## src/rtl/bcd_dec_pkg.sv

```systemverilog
// Shared constants and item type for the BCD one-hot decoder.
package bcd_dec_pkg;

  localparam int unsigned DEC_W = 10;
  localparam int unsigned BCD_W = 4;
  localparam logic [BCD_W-1:0] MAX_CODE = 4'd9;

  typedef struct packed {
    logic [DEC_W-1:0] dec;
    logic             err;
  } dec_item_t;

  localparam dec_item_t ITEM_RESET = '{dec: '0, err: 1'b0};

endpackage

```

## src/rtl/bcd_dec_skid.sv

```systemverilog
// Two-entry ready/valid buffer: output register plus one skid entry.
// in_ready is the registered "skid empty" flag, so out_ready never reaches it combinationally.
module bcd_dec_skid
  import bcd_dec_pkg::*;
(
  input  logic      clk,
  input  logic      rst_n,
  input  dec_item_t in_item,
  input  logic      in_valid,
  output logic      in_ready,
  output dec_item_t out_item,
  output logic      out_valid,
  input  logic      out_ready
);

  dec_item_t out_q, out_d;
  dec_item_t skid_q, skid_d;
  logic      out_valid_q, out_valid_d;
  logic      skid_valid_q, skid_valid_d;
  logic      accept;
  logic      consume;

  assign accept  = in_valid & ~skid_valid_q;
  assign consume = out_valid_q & out_ready;

  always_comb begin
    out_d        = out_q;
    out_valid_d  = out_valid_q;
    skid_d       = skid_q;
    skid_valid_d = skid_valid_q;
    if (consume) begin
      if (skid_valid_q) begin
        // Skid full means in_ready was low, so nothing new is accepted this edge.
        out_d        = skid_q;
        out_valid_d  = 1'b1;
        skid_valid_d = 1'b0;
      end else if (accept) begin
        out_d       = in_item;
        out_valid_d = 1'b1;
      end else begin
        out_valid_d = 1'b0;
      end
    end else if (accept) begin
      if (!out_valid_q) begin
        out_d       = in_item;
        out_valid_d = 1'b1;
      end else begin
        skid_d       = in_item;
        skid_valid_d = 1'b1;
      end
    end
  end

  always_ff @(posedge clk or negedge rst_n) begin
    if (!rst_n) begin
      out_q        <= ITEM_RESET;
      out_valid_q  <= 1'b0;
      skid_q       <= ITEM_RESET;
      skid_valid_q <= 1'b0;
    end else begin
      out_q        <= out_d;
      out_valid_q  <= out_valid_d;
      skid_q       <= skid_d;
      skid_valid_q <= skid_valid_d;
    end
  end

  assign in_ready  = ~skid_valid_q;
  assign out_item  = out_q;
  assign out_valid = out_valid_q;

  hold_while_stalled : assert property (@(posedge clk) disable iff (!rst_n)
      (out_valid && !out_ready) |=> (out_valid && $stable(out_item)));

  no_overflow : assert property (@(posedge clk) disable iff (!rst_n)
      (skid_valid_q && !out_ready) |=> skid_valid_q);

endmodule

```

## src/rtl/bcd_onehot_decoder.sv

```systemverilog
// BCD to one-hot decimal decoder with ready/valid handshake on both sides.
// Optional invalid-code counter enabled by defining BCD_DEC_ERRCNT_EN.
module bcd_onehot_decoder
  import bcd_dec_pkg::*;
#(
  parameter int unsigned ERR_CNT_W = 8
) (
  input  logic             clk,
  input  logic             rst_n,
  input  logic [BCD_W-1:0] in_bcd,
  input  logic             in_valid,
  output logic             in_ready,
  output logic [DEC_W-1:0] out_dec,
  output logic             out_err,
  output logic             out_valid,
  input  logic             out_ready,
  input  logic             err_clr
`ifdef BCD_DEC_ERRCNT_EN
  ,
  output logic [ERR_CNT_W-1:0] err_cnt
`endif
);

  dec_item_t item;
  dec_item_t out_item;

  always_comb begin
    item = ITEM_RESET;
    if (in_bcd <= MAX_CODE) begin
      item.dec = DEC_W'(1) << in_bcd;
    end else begin
      item.err = 1'b1;
    end
  end

  bcd_dec_skid u_skid (
    .clk       (clk),
    .rst_n     (rst_n),
    .in_item   (item),
    .in_valid  (in_valid),
    .in_ready  (in_ready),
    .out_item  (out_item),
    .out_valid (out_valid),
    .out_ready (out_ready)
  );

  assign out_dec = out_item.dec;
  assign out_err = out_item.err;

`ifdef BCD_DEC_ERRCNT_EN
  logic [ERR_CNT_W-1:0] err_cnt_q, err_cnt_d;
  logic                 err_inc;

  assign err_inc = in_valid & in_ready & item.err;

  // Clear takes priority over a same-cycle increment; count saturates at all-ones.
  always_comb begin
    err_cnt_d = err_cnt_q;
    if (err_clr) begin
      err_cnt_d = '0;
    end else if (err_inc && (err_cnt_q != '1)) begin
      err_cnt_d = err_cnt_q + 1'b1;
    end
  end

  always_ff @(posedge clk or negedge rst_n) begin
    if (!rst_n) begin
      err_cnt_q <= '0;
    end else begin
      err_cnt_q <= err_cnt_d;
    end
  end

  assign err_cnt = err_cnt_q;
`else
  logic unused_err;
  assign unused_err = ^{err_clr, ERR_CNT_W[0]};
`endif

endmodule

```

## config.mk

```make
export PLATFORM = sky130hd
export DESIGN_NAME = bcd_onehot_decoder
export DESIGN_NICKNAME = d
export VERILOG_FILES = /design/src/rtl/bcd_dec_pkg.sv /design/src/rtl/bcd_dec_skid.sv /design/src/rtl/bcd_onehot_decoder.sv
export SDC_FILE = /design/constraint.sdc
export NUM_CORES = 1
export LEC_CHECK = 0
export BUFFER_PORTS_ARGS = -buffer_cell sky130_fd_sc_hd__clkbuf_2
export CAP_MARGIN = 40
export CORE_MARGIN = 4
export CORE_UTILIZATION = 54
export CTS_CLUSTER_SIZE = 14
export DETAILED_ROUTE_END_ITERATION = 7
export PLACE_DENSITY_LB_ADDON = 0.25
export SLEW_MARGIN = 5
export SYNTH_ARGS = -nofsm -noshare
export SYNTH_HDL_FRONTEND = slang
export SYNTH_SLANG_ARGS = --single-unit
```

## constraint.sdc

```tcl
create_clock -name clk -period 1.65 [get_ports clk]
set_clock_uncertainty 0.1 [all_clocks]
set_input_delay 0.33 -clock clk [delete_from_list [all_inputs] [get_ports clk]]
set_output_delay 0.33 -clock clk [all_outputs]
set_load 0.1 [all_outputs]
```

### Yosys cells after proc, flatten, opt, wreduce, memory -nomap -nowiden

Cells that the tools add are included.

* flip-flop bits (word level): 24
* bits in latches: 0
* bits in writable memories: 0
* bits in read-only memories: 0
* output and inout bits: 13
* memories: 0

* add/subtract/negate cells: 0
* multiply operators: 0
* div/mod/pow operators: 0
* order comparisons: 1
* equality and inequality tests: 1
* shift operators: 1
* mux-type cells: 14
* bitwise operators: 4
* reduce and logical (&&, ||, !) cells: 6

Operators by type and width (number)
* $mux W11: 5
* $mux W10: 1
* $shl A1 B4 Y10 const A: 1
* $mux W1: 8
* $reduce_and A3 Y1: 2
* $reduce_bool A2 Y1: 3
* $le A4 B4 Y1 const B: 1
* $and A1 B1 Y1: 2
* $ne A2 B2 Y1 const B: 1
* $not A1 Y1: 2
* $reduce_and A2 Y1: 1

### Logic depth before layout (Yosys ltp)

Gate-level depths: netlist of the first run.

* depth after elaboration: 5
* depth in mapped cells: 5
* mapped depth without buffers: 3

### Hierarchy

A second synthesis of the first run with hierarchy kept.

* cells, all modules: 126
* area total of the unflattened synthesis: 1408.9 um^2

Modules (own cells, without submodules)
* bcd_dec_skid: times used 1, cells an instance 111, area each 1231.2 um^2
* bcd_onehot_decoder: times used 1, cells an instance 15, area each 177.7 um^2

### Worst setup path after synthesis of the first run

OpenSTA, ideal clock, no wires.

* path kind: flip-flop to flip-flop
* start point: register u_skid.out_valid_q, in the netlist u_skid.out_valid
* end point: register u_skid.out_q, in the netlist u_skid.out_item[0]
* setup time: 125 ps
* arrival time: 1870 ps
* path slack: -445 ps
* stages on the path, launching flop included: 5
* path buffers: 1
* cell sequence: dfrtp_1 > mux2i_1 > a21oi_1 > buf_6 > mux2_2

* cells in the longest elaborated chain, start to end: 3

RTL lines
* start: declaration: RTL line bcd_dec_skid.sv:18 `logic out_valid_q, out_valid_d;`
* start signal: assignment: RTL line bcd_dec_skid.sv:62 `out_valid_q <= out_valid_d;`
* $and A1 B1 Y1: RTL line bcd_dec_skid.sv:24 `assign consume = out_valid_q & out_ready;`
* $ne A2 B2 Y1 (no line) / $reduce_bool A2 Y1 (equally long branches)
* $reduce_and A3 Y1 (no line)
* end signal: assignment: RTL line bcd_dec_skid.sv:61 `out_q <= out_d;`
* end: declaration: RTL line bcd_dec_skid.sv:16 `dec_item_t out_q, out_d;`

Several ways; a longest one is shown, not always the timed one.
A chain may end at the register's enable or synchronous reset.

### Worst setup path after layout of the first run

* start point: register u_skid.out_valid_q, in the netlist u_skid.out_valid
* end point: output port out_valid

RTL lines
* end: declaration: RTL line bcd_onehot_decoder.sv:15 `output logic out_valid,`

No word-level cell between the ends.

==> metrics.csv, run 1 <==
stage,metric,value,unit
setup_path,FF-to-FF path depth,4,
setup_path,WS Path Type,reg2out,
clock_tree,CTS HTree Levels,1,
logic_synthesis,multiplexer area fraction after synthesis,18.0,%
logic_synthesis,Post-Synth Simple-Gate Area,15.6,%
sta,Fin Setup TNS,0,ns
routing,Antenna Violating Nets Remaining,0,
setup_path,Worst path max stage delay,0.55,ns
placement,port buffer count,20,
finish,"most common cell after layout, fill and taps aside",dfrtp_1,
routing,Vias,900,
finish,Area Growth Syn to Fin,18.3,%
sta,Final Cycle Share,96.1,%
power_and_ir_drop,Comb power frac,55.9,%
sta,Worst-Margin Slew,0.589,ns
logic_synthesis,syn nets,123,
setup_path,CP startpoint kind,flip-flop,
worst_hold_path,Worst Hold End,u_skid.skid_valid_q,
status,outcome,completed,
routing,Avg WL per Cell,13.6,µm
global_routing,pin count of the biggest net entering global routing,25,
finish,most frequent cells in the layout,"dfrtp_1 (22), clkbuf_2 (17), nand2_1 (13)",
finish,antenna cells,0,
global_routing,vias in the first global route,853,
placement,HPWL after DPL,1.69,mm
power_and_ir_drop,peak supply drop,0.00162,V
setup_path,Critical Path RT,1.22,ns
logic_synthesis,async set-or-reset flop fraction in the synthesized netlist,100,%
routing,# DRC,0,
power_and_ir_drop,Pwr per Cell Area,1750,mW/mm²
logic_synthesis,Synth Instances,114,
sta,Max Slew Vio Count,0,
placement,GPL Wtd Cong,0.805,
floorplan,Die Wd,55.8,µm
power_and_ir_drop,switching share of power,49.7,%
sta,fmax,0.631,GHz
setup_path,r2r setup slk,0.07,ns
floorplan,Starting Density,56.3,%
logic_synthesis,fraction of the yosys area taken by sequential cells,48.7,%
setup_path,reg2reg start,u_skid.skid_valid_q,
setup_path,Critical R2R Capture,u_skid.out_item[1],
floorplan,I/O pin count,22,
routing,First DRT Iteration DRCs,14,
sta,worst rel slew slack,60.7,%
global_routing,initial antenna violation count,0,
finish,multi-input logic area,538,µm²
floorplan,DIE HEIGHT,55.8,µm
routing,DRT Pass-1 Iters,3,
clock_tree,CTS Buffer Depth,2,
logic_synthesis,XOR/XNOR Fraction of Synth Area,0,%
global_routing,GRT Resource Usage Total,15.4,%
clock_tree,Root Buffer,clkbuf_4,
clock_tree,CTS tree,built,
sta,final worst path period need,1.59,ns
power_and_ir_drop,Reg power frac,34.0,%
setup_path,CP Data Arrival Time,1.16,ns
floorplan,FP Rows,17,
finish,"Net count, final",148,
finish,fraction of layout cells with a size suffix above 1,35.5,%
logic_synthesis,Post-synth EDFFs,0,
power_and_ir_drop,Pint,1290,µW
power_and_ir_drop,clock network fraction of total power,10.0,%
sta,Min Hold Slack,0.151,ns
logic_synthesis,largest family of logic cells by synthesized area,multiplexers,
floorplan,Core ar.,0.00219,mm²
finish,FILL cells,169,
worst_hold_path,Hold Crit Class,in2reg,
flow_run,maxcap violations,0,
worst_hold_path,Hold Path Origin,out_ready,
logic_synthesis,"Cell Area, Synth",0.00123,mm²
setup_path,Crit-path slowest cell,dfrtp_4,
sta,final hold vios,0,
worst_hold_path,hold path depth,2,
routing,total wire length,2.26,mm
logic_synthesis,synthesized flop and latch total,24,
logic_synthesis,Compound-Gate Fraction of Synth Area,10.0,%
power_and_ir_drop,Psw,1270,µW
global_routing,global-route wire length before repair,3.86,mm
floorplan,DIE AREA,0.00311,mm²
setup_path,CP max FO,9,
power_and_ir_drop,Leak,0.000731,µW
logic_synthesis,Synth Flop Type,dfrtp_1,
logic_synthesis,Adder-Cell Fraction of Synth Area,0,%
logic_synthesis,total of warnings raised by yosys,0,
sta,RSZ-0062 raised after global routing,false,
clock_tree,Clock Pin Slew Worst Setup and Hold Paths,0.12,ns
setup_path,crit-path cells,"buf_6, buf_12",
sta,Final setup viols,0,
clock_tree,CTS Sinks,24,
logic_synthesis,syn avg cell area,10.8,µm²
finish,Storage cell area,606,µm²
clock_tree,CTS buffer count,3,
global_routing,GRT Residual Overflow,0,
routing,DR vias/cell,5.42,
logic_synthesis,Unique masters post-synth,23,
clock_tree,Worst-Skew Late Latency,0.31,ns
setup_path,Setup crit end kind,primary output,
==> area by class of cell <==
cell class,instances,share of cell area (%)
sequential,24,41.5
multi-input combinational,72,36.9
timing repair buffer,30,15.4
tap,28,2.40
inverter,8,2.06
clock buffer,4,1.80
==> sequential cells by signal, indices dropped and copies added, names as in the netlist <==
| signal | count |
|---|---|
| u_skid.out_item | 11 |
| u_skid.skid_q | 11 |
| u_skid.out_valid | 1 |
| u_skid.skid_valid_q | 1 |
==> synth_stat cells (all sizes together), types with 3 or more instances <==
cell type / number / share of area [%]
dfrtp: 24 / 49
mux2: 13 / 13
nand2: 13 / 4.0
o21ai: 11 / 4.5
inv: 8 / 2.4
and4: 7 / 5.0
buf: 7 / 4.4
mux2i: 6 / 4.9
a31oi: 4 / 2.0
a21oi: 3 / 1.2
clkbuf: 3 / 0.91
nand3: 3 / 1.6
nor2b: 3 / 1.5
==> per-layer routing <==
| metal | GRT usage (%) | routed length (µm) | up-vias |
|---|---|---|---|
| li1 | - | - | 448 |
| met1 | 20.7 | 1060 | 435 |
| met2 | 24.2 | 1090 | 15 |
| met3 | 5.10 | 90 | 2 |
| met4 | 3.13 | 17 | 0 |
| met5 | 0 | 0 | - |
==> worst max-delay path: cells and delay by family, from the launching register on <==
family / cells / cell delay [ns]
buffers and inverters: 2 / 0.29
DFF: 1 / 0.55
==> worst max path at each step <==
stage                       startpoint                 end  slack, ns
global placement      u_skid.out_valid  u_skid.out_item[9]       0.09
floorplan             u_skid.out_valid  u_skid.out_item[0]      -0.02
global route        u_skid.out_item[3]          out_dec[2]      0.006
CTS                   u_skid.out_valid           out_valid     0.0007
detailed placement    u_skid.out_valid  u_skid.out_item[9]       0.07
finish                u_skid.out_valid           out_valid       0.06
==> through the flow <==
| stage | total power [µW] | instances | area (µm²) | util, % | setup WS, ns |
|---|---|---|---|---|---|
| floorplan | 1940 | 114 | 1240 | - | -0.0187 |
| global placement | 2250 | 160 | 1410 | 64.4 | 0.0900 |
| detailed placement | 2290 | 160 | 1410 | 64.4 | 0.0669 |
| CTS | 2550 | 165 | 1450 | 66.0 | 0.000667 |
| global route | 2700 | 166 | 1460 | 66.6 | 0.00625 |
| finish | 2560 | 166 | 1460 | 66.6 | 0.0648 |
==> timing repair <==
action                     CTS  global route
resized for setup            0             3
setup endpoints to repair    0             9
setup buffers                0             1
hold buffers                 1             0
hold endpoints to repair    24             0
==> power groups by stage <==
stage	registers, µW	clock network [µW]	logic, µW
2_1_floorplan	1410	0	527
6_report	870	256	1430
5_1_grt	895	305	1500
3_5_place_dp	890	0	1400
4_1_cts	879	269	1400
3_3_place_gp	879	0	1380
==> cells by family (layout without fill, tap and decap cells) <==
| group | after synthesis | after routing |
|---|---|---|
| multiplexers | 19 | 19 |
| flip-flops | 24 | 24 |
| AND/OR/NAND/NOR | 32 | 32 |
| buffers and inverters | 18 | 42 |
| AO/OA/AOI/OAI | 21 | 21 |
Note: power is estimated with default switching activity, not from simulation.
==> run 2, diff against run 1 <==
- CORE_UTILIZATION: 54 -> 30
- CTS_CLUSTER_SIZE: 14 -> default
==> run 2 against run 1 <==
Flip-flop and latch count did not move. Clock power rose by 57%. Largest power group unchanged. Total power rose by 4.7%. Highest routed layer unchanged. Cell area rose by 2.7%. Hold slack improved by 0.058 ns. Critical endpoint is now u_skid.out_item[9].
==> metrics.csv, run 2 (synthesis gave the netlist of run 1 again) <==
stage,metric,value,unit,change
status,outcome,completed,,
finish,fin area,0.00150,mm²,+2.7%
power_and_ir_drop,Pwr per Cell Area,1780,mW/mm²,+1.9%
routing,# DRC,0,,unchanged
routing,Vias,916,,+1.8%
power_and_ir_drop,Leak,0.000732,µW,about the same
global_routing,vias in the first global route,930,,+9.0%
finish,most frequent cells in the layout,"dfrtp_1 (22), nand2_1 (13), buf_4 (13)",,
routing,First DRT Iteration DRCs,26,,+12
setup_path,CP startpoint kind,flip-flop,,
global_routing,global-route wire length before repair,4.24,mm,+10%
finish,Area Growth Syn to Fin,21.5,%,
floorplan,DIE AREA,0.00520,mm²,+67%
setup_path,crit-path cells,"nand3_2, mux2_2, mux2_2",,
power_and_ir_drop,peak supply drop,0.00113,V,-31%
global_routing,pin count of the biggest net entering global routing,25,,unchanged
clock_tree,CTS buffer count,3,,unchanged
finish,final std cells w/o fill,186,,+12%
routing,DR vias/cell,4.92,,-9.2%
clock_tree,Clock Pin Slew Worst Setup and Hold Paths,0.08,ns,-0.04 ns
sta,final worst path period need,1.58,ns,-0.00407 ns
finish,fraction of layout cells with a size suffix above 1,35.3,%,-0.21 points
clock_tree,Worst-Skew Late Latency,0.27,ns,-0.04 ns
setup_path,worst path bufs/invs,0,,-2
sta,Worst-Margin Slew,0.596,ns,+0.00702 ns
flow_run,maxcap violations,0,,unchanged
clock_tree,CTS HTree Levels,1,,unchanged
global_routing,GRT Residual Overflow,0,,unchanged
setup_path,CP Data Arrival Time,1.64,ns,+0.48 ns
floorplan,Starting Density,30.8,%,-25 points
setup_path,Setup crit end kind,flip-flop,,
setup_path,Critical Path RT,1.71,ns,+0.49 ns
clock_tree,CTS Sinks,24,,unchanged
sta,Final setup viols,0,,unchanged
routing,Antenna Violating Nets Remaining,0,,unchanged
sta,Final Cycle Share,95.8,%,-0.25 points
placement,placed cell areas,0.00143,mm²,+1.6%
setup_path,CP max FO,12,,+3
placement,HPWL after DPL,1.80,mm,+6.5%
routing,Avg WL per Cell,13.5,µm,-0.56%
global_routing,GRT Resource Usage Total,10.3,%,-5.1 points
sta,final hold vios,0,,unchanged
setup_path,CP dominant cell by count,mux2_2,,
setup_path,Crit path max-delay family,multiplexers,,
clock_tree,Root Buffer,clkbuf_8,,
sta,RSZ-0062 raised after global routing,false,,
global_routing,initial antenna violation count,0,,unchanged
floorplan,Core ar.,0.00400,mm²,+83%
finish,"Net count, final",146,,-1.4%
worst_hold_path,Hold Crit Class,in2reg,,
clock_tree,CTS tree,built,,
routing,total wire length,2.52,mm,+11%
placement,GPL Wtd Cong,0.711,,-12%
clock_tree,CTS Buffer Depth,2,,unchanged
sta,worst rel slew slack,60.2,%,-0.47 points
sta,Max Slew Vio Count,0,,unchanged
setup_path,WS Path Type,reg2reg,,
floorplan,Die Wd,72.1,µm,+29%
floorplan,FP Rows,23,,+6
finish,Finished Core Util,37.5,%,-29 points
finish,antenna cells,0,,unchanged
routing,DRT Pass-1 Iters,4,,+1
finish,"most common cell after layout, fill and taps aside",dfrtp_1,,
setup_path,Crit-path slowest cell,dfrtp_4,,
placement,port buffer count,20,,unchanged
floorplan,DIE HEIGHT,72.1,µm,+29%
placement,Post-Place Cells,181,,+13%
setup_path,Worst path max stage delay,0.54,ns,about the same
power_and_ir_drop,Tot Pwr,2680,µW,+4.7%
floorplan,I/O pin count,22,,unchanged
sta,fmax,0.632,GHz,+0.26%
## run 2: final timing paths
| path | from | endpoint | slack [ns] | cells past startpoint |
|---|---|---|---|---|
| hold reg to reg | u_skid.skid_q[6] | u_skid.skid_q[6] | 0.39 | 2 |
| min in group asynchronous | rst_n | u_skid.out_item[1] | 0.49 | 2 |
| setup reg to reg | u_skid.out_valid | u_skid.out_item[9] | 0.07 | 3 |
| hold / removal | out_ready | u_skid.skid_valid_q | 0.21 | 2 |
| setup / recovery | u_skid.out_valid | u_skid.out_item[9] | 0.07 | 3 |
| max in group asynchronous | rst_n | u_skid.out_valid | 0.51 | 2 |
## run 2: per-layer routing
layer,vias to the layer above,GRT usage (%),share of wire [%]
li1,445,-,-
met1,446,13.2,48
met2,21,17.0,46
met3,4,2.63,4.5
met4,0,3.13,0.87
met5,-,0,0
## run 2: timing repair
| item | in CTS | in global routing |
|---|---|---|
| buffers inserted | 0 | 0 |
| resized for setup | 0 | 1 |
| hold buffers | 1 | 0 |
| setup endpoints to repair | 0 | 6 |
| hold endpoints to repair | 24 | 0 |
## run 2: stage by stage
step | TNS [ns] | hold slack, ns | setup slack, ns
floorplan | -0.0887 | -0.0656 | -0.0187
global placement | 0 | 0.259 | 0.0876
detailed placement | 0 | 0.277 | 0.0644
CTS | 0 | 0.205 | 0.0559
global route | 0 | 0.217 | 0.00950
finish | 0 | 0.209 | 0.0689
## run 2: cell type report
class                           count  area [µm²]
Clock buffer                        4        55.1
Fill cell                         414        2500
Inverter                            8        30.0
Multi-Input combinational cell     72         538
Sequential cell                    24         606
Tap cell                           50        62.6
Timing Repair Buffer               28         208
## run 2: power by group
group	leakage (µW)	internal [µW]	total (µW)	switching [µW]
clock	0.0000288	213	403	190
combinational	0.000382	415	1390	976
sequential	0.000321	751	881	130
total	0.000732	1380	2680	1300
